**src/rtl/binary_keying_pkg.sv**
```systemverilog
// Shared encodings and widths for the binary keying modulator.
// The accumulator width sets the table depth: one full carrier cycle is 2**PHASE_W samples.
package binary_keying_pkg;

  localparam int PHASE_W  = 6;
  localparam int SAMPLE_W = 16;

  localparam logic [SAMPLE_W-1:0] MIDSCALE = 16'd32768;

  // Adding this offset to the phase moves it half a turn, which inverts the sine.
  localparam logic [PHASE_W-1:0] HALF_TURN = 6'd32;

  typedef enum logic [1:0] {
    MOD_FSK  = 2'b00,
    MOD_ASK  = 2'b01,
    MOD_BPSK = 2'b10,
    MOD_RSVD = 2'b11
  } mod_e;

endpackage

```
**src/rtl/sine_rom.sv**
```systemverilog
// Combinational 64-entry sine table in offset binary: 32768 + round(32767*sin(2*pi*k/64)).
module sine_rom
  import binary_keying_pkg::*;
(
  input  logic [PHASE_W-1:0]  addr,
  output logic [SAMPLE_W-1:0] sample
);

  always_comb begin
    sample = MIDSCALE;
    case (addr)
      6'd0:  sample = 16'd32768;
      6'd1:  sample = 16'd35980;
      6'd2:  sample = 16'd39161;
      6'd3:  sample = 16'd42280;
      6'd4:  sample = 16'd45307;
      6'd5:  sample = 16'd48214;
      6'd6:  sample = 16'd50972;
      6'd7:  sample = 16'd53555;
      6'd8:  sample = 16'd55938;
      6'd9:  sample = 16'd58097;
      6'd10: sample = 16'd60013;
      6'd11: sample = 16'd61666;
      6'd12: sample = 16'd63041;
      6'd13: sample = 16'd64124;
      6'd14: sample = 16'd64905;
      6'd15: sample = 16'd65377;
      6'd16: sample = 16'd65535;
      6'd17: sample = 16'd65377;
      6'd18: sample = 16'd64905;
      6'd19: sample = 16'd64124;
      6'd20: sample = 16'd63041;
      6'd21: sample = 16'd61666;
      6'd22: sample = 16'd60013;
      6'd23: sample = 16'd58097;
      6'd24: sample = 16'd55938;
      6'd25: sample = 16'd53555;
      6'd26: sample = 16'd50972;
      6'd27: sample = 16'd48214;
      6'd28: sample = 16'd45307;
      6'd29: sample = 16'd42280;
      6'd30: sample = 16'd39161;
      6'd31: sample = 16'd35980;
      // Second half mirrors the first around midscale.
      6'd32: sample = 16'd32768;
      6'd33: sample = 16'd29556;
      6'd34: sample = 16'd26375;
      6'd35: sample = 16'd23256;
      6'd36: sample = 16'd20229;
      6'd37: sample = 16'd17322;
      6'd38: sample = 16'd14564;
      6'd39: sample = 16'd11981;
      6'd40: sample = 16'd9598;
      6'd41: sample = 16'd7439;
      6'd42: sample = 16'd5523;
      6'd43: sample = 16'd3870;
      6'd44: sample = 16'd2495;
      6'd45: sample = 16'd1412;
      6'd46: sample = 16'd631;
      6'd47: sample = 16'd159;
      6'd48: sample = 16'd1;
      6'd49: sample = 16'd159;
      6'd50: sample = 16'd631;
      6'd51: sample = 16'd1412;
      6'd52: sample = 16'd2495;
      6'd53: sample = 16'd3870;
      6'd54: sample = 16'd5523;
      6'd55: sample = 16'd7439;
      6'd56: sample = 16'd9598;
      6'd57: sample = 16'd11981;
      6'd58: sample = 16'd14564;
      6'd59: sample = 16'd17322;
      6'd60: sample = 16'd20229;
      6'd61: sample = 16'd23256;
      6'd62: sample = 16'd26375;
      6'd63: sample = 16'd29556;
      default: sample = MIDSCALE;
    endcase
  end

endmodule

```
**src/rtl/binary_keying_modulator.sv**
```systemverilog
// FSK/ASK/BPSK modulator: phase accumulator driving a sine table, one registered output sample per clock.
// Mode and frequency changes never touch the accumulator, so switching is phase-continuous.
module binary_keying_modulator
  import binary_keying_pkg::*;
(
  input  logic                clk,
  input  logic                rst_n,
  input  logic                din,
  input  logic [1:0]          mod,
  input  logic [1:0]          freq,
  output logic [SAMPLE_W-1:0] out
);

  mod_e                mode;
  logic [PHASE_W-1:0]  phase_reg;
  logic [PHASE_W-1:0]  phase_next;
  logic [PHASE_W-1:0]  base_inc;
  logic [PHASE_W-1:0]  inc;
  logic [PHASE_W-1:0]  rom_addr;
  logic [SAMPLE_W-1:0] rom_sample;
  logic [SAMPLE_W-1:0] out_reg;
  logic [SAMPLE_W-1:0] out_next;

  assign mode     = mod_e'(mod);
  assign base_inc = PHASE_W'(freq) + PHASE_W'(1);

  sine_rom u_sine_rom (
    .addr   (rom_addr),
    .sample (rom_sample)
  );

  always_comb begin
    inc        = base_inc;
    rom_addr   = phase_reg;
    out_next   = rom_sample;

    // A mark in FSK doubles the carrier rate; the accumulator itself stays continuous.
    if (mode == MOD_FSK && din) begin
      inc = base_inc << 1;
    end

    if (mode == MOD_BPSK && din) begin
      rom_addr = phase_reg + HALF_TURN;
    end

    case (mode)
      MOD_ASK:  if (!din) out_next = MIDSCALE;
      MOD_RSVD: out_next = MIDSCALE;
      default:  out_next = rom_sample;
    endcase

    phase_next = phase_reg + inc;
  end

  always_ff @(posedge clk) begin
    if (!rst_n) begin
      phase_reg <= '0;
      out_reg   <= MIDSCALE;
    end else begin
      phase_reg <= phase_next;
      out_reg   <= out_next;
    end
  end

  assign out = out_reg;

endmodule

```
**config.mk**
```make
export PLATFORM = sky130hd
export DESIGN_NAME = binary_keying_modulator
export DESIGN_NICKNAME = d
export VERILOG_FILES = /design/src/rtl/binary_keying_pkg.sv /design/src/rtl/sine_rom.sv /design/src/rtl/binary_keying_modulator.sv
export SDC_FILE = /design/constraint.sdc
export NUM_CORES = 1
export LEC_CHECK = 0
export ABC_AREA = 0
export CAP_MARGIN = 20
export CORE_MARGIN = 4
export CORE_UTILIZATION = 52
export CTS_CLUSTER_DIAMETER = 150
export DETAILED_ROUTE_END_ITERATION = 7
export PLACE_DENSITY = 0.83
export SLEW_MARGIN = 30
export SYNTH_ARGS = -nofsm -noshare
export SYNTH_HDL_FRONTEND = slang
export SYNTH_SLANG_ARGS = --single-unit
```
**constraint.sdc**
```tcl
create_clock -name clk -period 2 [get_ports clk]
set_input_delay 0.3 -clock clk [delete_from_list [all_inputs] [get_ports clk]]
set_output_delay 0.3 -clock clk [all_outputs]
set_load 0.005 [all_outputs]
```
==> results of run 1 <==
-- metal layers --
metal	wire, um	vias up	global-route usage, %
met2	3260	176	41.2
met3	648	34	5.00
li1	-	1140	-
met1	2630	1100	31.9
met4	325	0	16.4
met5	0	-	0
-- path summary, 6_finish.rpt --
| kind | start | end | slack [ns] | depth (start not counted) |
|---|---|---|---|---|
| max reg2reg | phase_reg[1] | out[6] | 0.11 | 7 |
| max | freq[1] | phase_reg[5] | 0.09 | 10 |
| min reg2reg | phase_reg[5] | phase_reg[5] | 0.64 | 2 |
| min | phase_reg[5] | phase_reg[5] | 0.64 | 2 |
-- final cells by class --
type                            count  area [um^2]  share of cell area (%)
Multi-Input combinational cell    238         1730                    61.5
Sequential cell                    22          443                    15.7
Inverter                            9         33.8                    1.20
Timing Repair Buffer               54          474                    16.8
Clock inverter                      1         30.0                    1.07
Clock buffer                        3         41.3                    1.47
Tap cell                           50         62.6                    2.22
-- cells by family (layout without fill, tap and decap cells) --
family                   count (synthesis)  count (layout)  synth area share, %
multiplexers                             4               4                 3.45
AO/OA/AOI/OAI                          110             110                 31.6
AND/OR/NAND/NOR                         98              98                 23.1
flip-flops                              22              22                 19.3
XOR/XNOR                                 8               8                 3.39
adder cells (fa/ha/maj)                 18              18                 10.2
buffers and inverters                   32              67                 9.08
-- worst max-delay path: cells and delay by family --
kind	cells	cell delay [ns]
compound gates	4	0.45
simple gates	2	0.46
fa+ha+maj	2	0.52
buf+inv	2	0.39
-- power by group through the flow --
stage	logic [mW]	clock network (mW)	registers [mW]
after floorplan	1.33	0	0.573
after global placement	1.74	0	0.583
after detailed placement	1.78	0	0.588
after CTS	1.82	0.443	0.578
after global routing	2.06	0.462	0.588
final	1.89	0.442	0.581
-- per-stage QoR --
stage | setup slack (ns) | hold WS, ns | utilization [%] | setup TNS (ns)
after floorplan | 0.0190 | 0.422 | - | 0
after global placement | -0.452 | 0.529 | 64.4 | -1.90
after detailed placement | -0.539 | 0.544 | 64.4 | -2.48
after CTS | -0.00632 | 0.570 | 67.6 | -0.0121
after global routing | -0.00715 | 0.668 | 68.4 | -0.00715
final | 0.0911 | 0.641 | 68.4 | 0
-- cells in the mapped netlist, types with 3 or more instances --
| library cell | count |
|---|---|
| and2_1 | 8 |
| buf_2 | 10 |
| a211oi_1 | 5 |
| o211ai_1 | 8 |
| xnor2_1 | 6 |
| a211o_1 | 6 |
| a21oi_1 | 30 |
| a311oi_1 | 3 |
| o21bai_1 | 3 |
| a21o_1 | 4 |
| nand2_1 | 18 |
| nand3b_1 | 5 |
| dfxtp_1 | 22 |
| nor3_1 | 9 |
| o21ai_1 | 10 |
| o22ai_1 | 6 |
| mux4_2 | 3 |
| nor2b_1 | 8 |
| buf_4 | 3 |
| buf_6 | 7 |
| inv_1 | 8 |
| nand2b_1 | 12 |
| a31oi_1 | 5 |
| o21ai_0 | 14 |
| nor2_1 | 21 |
| ha_1 | 17 |
| nand3_1 | 5 |
-- timing repair --
action / 4_1_cts / 5_1_grt
hold buffers: 0 / 0
resized for setup: 17 / 9
endpoints found under the setup margin: 4 / 8
pin swaps: 6 / 5
setup buffers: 0 / 0
==> impl_metrics.py, run 1 <==
metrics = {
    "run_status": {
        "status": "complete, no violations",
    },
    "power": {
        "seq_power_share_pct": 19.9,
        "p_clk_share_pct": 15.2,
        "power.density_mw_per_mm2": 1030,
        "p_int_mw": 1.63,
        "totalPowerFinal_mw": 2.91,
        "switching_share_pct": 43.9,
        "switching_power_mw": 1.28,
        "combPwrFrac_pct": 64.9,
        "peakVddDrop_mv": 0.653,
        "leakagePower_nw": 1.13,
    },
    "timing": {
        "slew_headroom_pct": 61.1,
        "worst_pin_slew_ns": 0.582,
        "hold_viol": 0,
        "finalCriticalPeriod_ns": 1.91,
        "setup_viol": 0,
        "fin_crit_sh_pct": 95.4,
        "drv_slew": 0,
        "finClkSkew_ns": 0.00725,
        "max_freq_mhz": 524,
    },
    "finish": {
        "fillers": 333,
        "n_antenna_cell": 0,
        "syn_to_final_growth_pct": 23.1,
        "final_nets": 353,
        "instances_no_fill": 377,
        "final_common_cell": "buf_4",
        "finalInstanceArea_mm2": 0.00282,
        "drive_above_1_share_pct": 21.7,
        "layout_common_cells": "buf_4 (31), a21oi_1 (28), dfxtp_1 (20)",
        "largest_register_ff_count": 16,
    },
    "detailed_routing": {
        "routedWlPerCell_um": 18.2,
        "dr_total_vias": 2450,
        "drtIter0Drc": 399,
        "dr.pass1.iters": 5,
        "drc_errors": 0,
        "finalWirelength_um": 6860,
        "drtAntennaViolNets": 0,
        "via_per_inst": 6.50,
    },
    "worst_setup_path": {
        "cpPeakStageDelay_ns": 0.32,
        "worstPathMaxFanout": 2,
        "cp_slowest_cell": "or3_1",
        "worstSetupPathType": "in -> reg",
        "critPathArrivalTime_ns": 2.11,
        "worst-endpoint-required_ns": 2.21,
        "path_cells": "dlygate4sd2_1 -> ha_4 -> nor2_2 -> a21oi_2 -> buf_4 -> ha_1 -> a21o_1 -> a211oi_2 -> or3_1 -> a21boi_1",
        "crit_path_end_kind": "flop",
        "cp-start-kind": "primary input",
    },
    "yosys": {
        "synth_flop_cell": "dfxtp_1",
        "synth_top_cell_by_area": "dfxtp_1",
        "post_synth.cell_area_avg_um2": 7.83,
        "ys_ff_latch": 22,
        "seq_area_frac_synth_pct": 19.3,
        "syn_inst": 292,
        "syn-num-nets": 317,
        "yosysWarnings": 0,
        "async_flop_share_pct": 0,
        "syn-cell-area_mm2": 0.00229,
        "synth_edf_count": 0,
        "ys_types": 58,
        "netlist.area_leader.share_pct": 19.3,
        "synth_top_cells_by_area": "dfxtp_1 (19%), ha_1 (9.3%), a21oi_1 (6.6%)",
    },
    "floorplanning": {
        "chipWidth_um": 74.3,
        "die_h_um": 74.3,
        "num_rows": 23,
        "dieArea_mm2": 0.00552,
        "initial_core_util_pct": 55.6,
        "coreArea_mm2": 0.00412,
        "num_io_pins": 23,
    },
    "global_routing": {
        "grt_pass1_wl_um": 11100,
        "grt_usage_pct": 25.9,
        "gr-total-overflow": 0,
        "grt_start_max_net_pins": 59,
        "antenna_found_initial": 0,
        "grt_pass1_vias": 2396,
    },
    "clock_network": {
        "cts_root_buffer": "clkbuf_8",
        "path_clk_slew_ns": 0.10,
        "clk_path_buf_depth": 2,
        "cts_tree": "yes",
        "cts_buffers": 3,
        "clkLatencyLatePin_ns": 0.28,
        "clock_sinks": 22,
        "cts_max_level": 1,
    },
    "placement": {
        "placed_area_mm2": 0.00265,
        "placedCellCount": 373,
        "gp_congestion": 1.00,
        "place_hpwl_um": 4770,
        "port_buffers": 22,
    },
    "run": {
        "max-cap-violations": 0,
    },
    "min_path": {
        "min_path_type": "reg -> reg",
    },
}
Power figures use the tool's default switching activity.
==> run 2: changes to the inputs <==
--- a/config.mk
+++ b/config.mk
@@ -9,8 +9,8 @@
 export CAP_MARGIN = 20
 export CORE_MARGIN = 4
-export CORE_UTILIZATION = 52
+export CORE_UTILIZATION = 62
 export CTS_CLUSTER_DIAMETER = 150
 export DETAILED_ROUTE_END_ITERATION = 7
-export PLACE_DENSITY = 0.83
+export PLACE_DENSITY = 0.92
 export SLEW_MARGIN = 30
 export SYNTH_ARGS = -nofsm -noshare
==> constraint.sdc (replaced) <==
create_clock -name clk -period 2.44 [get_ports clk]
set_input_delay 0.366 -clock clk [delete_from_list [all_inputs] [get_ports clk]]
set_output_delay 0.366 -clock clk [all_outputs]
set_load 0.01 [all_outputs]
==> impl_metrics.py, run 2 (same netlist as run 1, synthesis figures left out) <==
metrics = {
    "worst_setup_path": {
        "critPathArrivalTime_ns": 2.45,
        "cpPeakStageDelay_ns": 0.41,
        "cp_slowest_cell": "clkdlybuf4s50_1",
        "worst-endpoint-required_ns": 2.62,
        "crit_path_end_kind": "flop",
        "worstSetupPathType": "in -> reg",
        "worstPathMaxFanout": 5,
        "critPathBufInv": 1,
        "path_cells": "clkdlybuf4s50_1 -> nand2b_1 -> nor2_2 -> mux2_2 -> ha_1 -> a21o_1 -> a21oi_1 -> xnor2_1 -> and2_1",
        "cp-start-kind": "primary input",
        "cp_top_family": "simple AND/OR/NAND/NOR gates",
    },
    "detailed_routing": {
        "dr_total_vias": 2479,
        "dr_wl_met2_um": 3040,
        "dr.pass1.iters": 6,
        "routedWlPerCell_um": 18.6,
        "drtIter0Drc": 421,
        "drtAntennaViolNets": 0,
        "drc_errors": 0,
        "via_per_inst": 6.87,
        "wl_met1_um": 2540,
        "top_layer": "met4",
        "finalWirelength_um": 6730,
        "route.met3.wl_um": 927,
    },
    "clock_network": {
        "cts_resized": 0,
        "cts_tree": "yes",
        "cts_root_buffer": "clkbuf_8",
        "cts_max_level": 1,
        "clock_sinks": 22,
        "cts_buffers": 3,
        "clk_path_buf_depth": 2,
        "clkLatencyLatePin_ns": 0.27,
        "cts_setup_buffers": 0,
        "path_clk_slew_ns": 0.09,
        "cts_hold_buf": 0,
    },
    "placement": {
        "place_hpwl_um": 4550,
        "gp_congestion": 0.985,
        "pre_cts_slack_ns": -0.204,
        "placed_area_mm2": 0.00255,
        "port_buffers": 22,
    },
    "finish": {
        "finalInstanceArea_mm2": 0.00263,
        "syn_to_final_growth_pct": 14.9,
        "final_nets": 341,
        "layout_common_cells": "a21oi_1 (30), clkdlybuf4s50_1 (22), dfxtp_1 (21)",
        "n_antenna_cell": 0,
        "largest_register_ff_count": 16,
        "fin_util_pct": 76.4,
        "drive_above_1_share_pct": 13.3,
        "final_common_cell": "a21oi_1",
    },
    "floorplanning": {
        "coreArea_mm2": 0.00344,
        "dieArea_mm2": 0.00472,
        "num_io_pins": 23,
        "initial_core_util_pct": 66.4,
        "num_rows": 21,
        "chipWidth_um": 68.7,
        "die_h_um": 68.7,
    },
    "timing": {
        "fin_crit_sh_pct": 93.2,
        "finClkSkew_ns": 0.00212,
        "hold_viol": 0,
        "worst_pin_slew_ns": 0.683,
        "drv_slew": 0,
        "max_freq_mhz": 440,
        "finalCriticalPeriod_ns": 2.28,
        "setup_viol": 0,
        "slew_headroom_pct": 54.4,
        "fin_ws_ns": 0.165,
        "rsz0062_at_grt": "no",
    },
    "power": {
        "power.density_mw_per_mm2": 898,
        "totalPowerFinal_mw": 2.36,
        "leakagePower_nw": 1.04,
        "peakVddDrop_mv": 0.495,
    },
    "min_path": {
        "min_path_type": "reg -> reg",
    },
    "global_routing": {
        "grt_pass1_wl_um": 10800,
        "grt_usage_pct": 30.4,
        "grt_start_max_net_pins": 59,
        "gr-total-overflow": 0,
        "grt_pass1_vias": 2257,
        "antenna_found_initial": 0,
    },
    "run": {
        "max-cap-violations": 0,
    },
    "run_status": {
        "status": "complete, no violations",
    },
}
run 2: cell count changes in the layout (fill, tap and decap cells not counted), moves of 3 or more:
| cell | delta |
|---|---|
| buf_4 | -12 |
| clkdlybuf4s50_1 | +5 |
| ha_1 | +4 |
| dlygate4sd2_1 | -3 |
run 2: worst register-to-register path, stage by stage, from the launching register on:
cell and delay (ns):
dfxtp_1 0.33, inv_1 0.10, ha_1 0.62, nor2b_1 0.37, a21oi_1 0.08, o32ai_1 0.18
nor2_1 0.07, a221oi_1 0.29
run 2: area by class of cell:
cell class,instances,area (um^2)
Clock buffer,3,41.3
Clock inverter,1,30.0
Fill cell,253,813
Inverter,9,33.8
Multi-Input combinational cell,238,1640
Sequential cell,22,442
Tap cell,46,57.6
Timing Repair Buffer,42,383
run 2: through the flow:
stage	setup TNS (ns)	hold WS, ns	std cells
floorplan	0	0.488	292
global placement	-0.135	0.541	357
detailed placement	-0.343	0.577	357
CTS	0	0.590	361
global route	0	0.622	361
finish	0	0.592	361
run 2: path summary, 6_finish.rpt:
check	cells past startpoint	startpoint	slack (ns)	to
worst max-delay path	9	mod[1]	0.16	phase_reg[4]
worst min-delay path	2	phase_reg[5]	0.59	phase_reg[5]
worst max register to register	7	phase_reg[0]	0.29	out[8]
worst min register to register	2	phase_reg[5]	0.59	phase_reg[5]
run 2: report_power, final:
group          internal (mW)  switching (mW)  leakage [nW]
Sequential             0.425          0.0694         0.181
Combinational          0.652           0.856         0.825
Clock                  0.220           0.139        0.0357
run 2: per-layer routing:
layer / up-vias / GRT usage [%]
li1: 1113 / -
met5: - / 0
met3: 41 / 5.35
met1: 1117 / 39.9
met4: 0 / 13.6
met2: 208 / 48.4
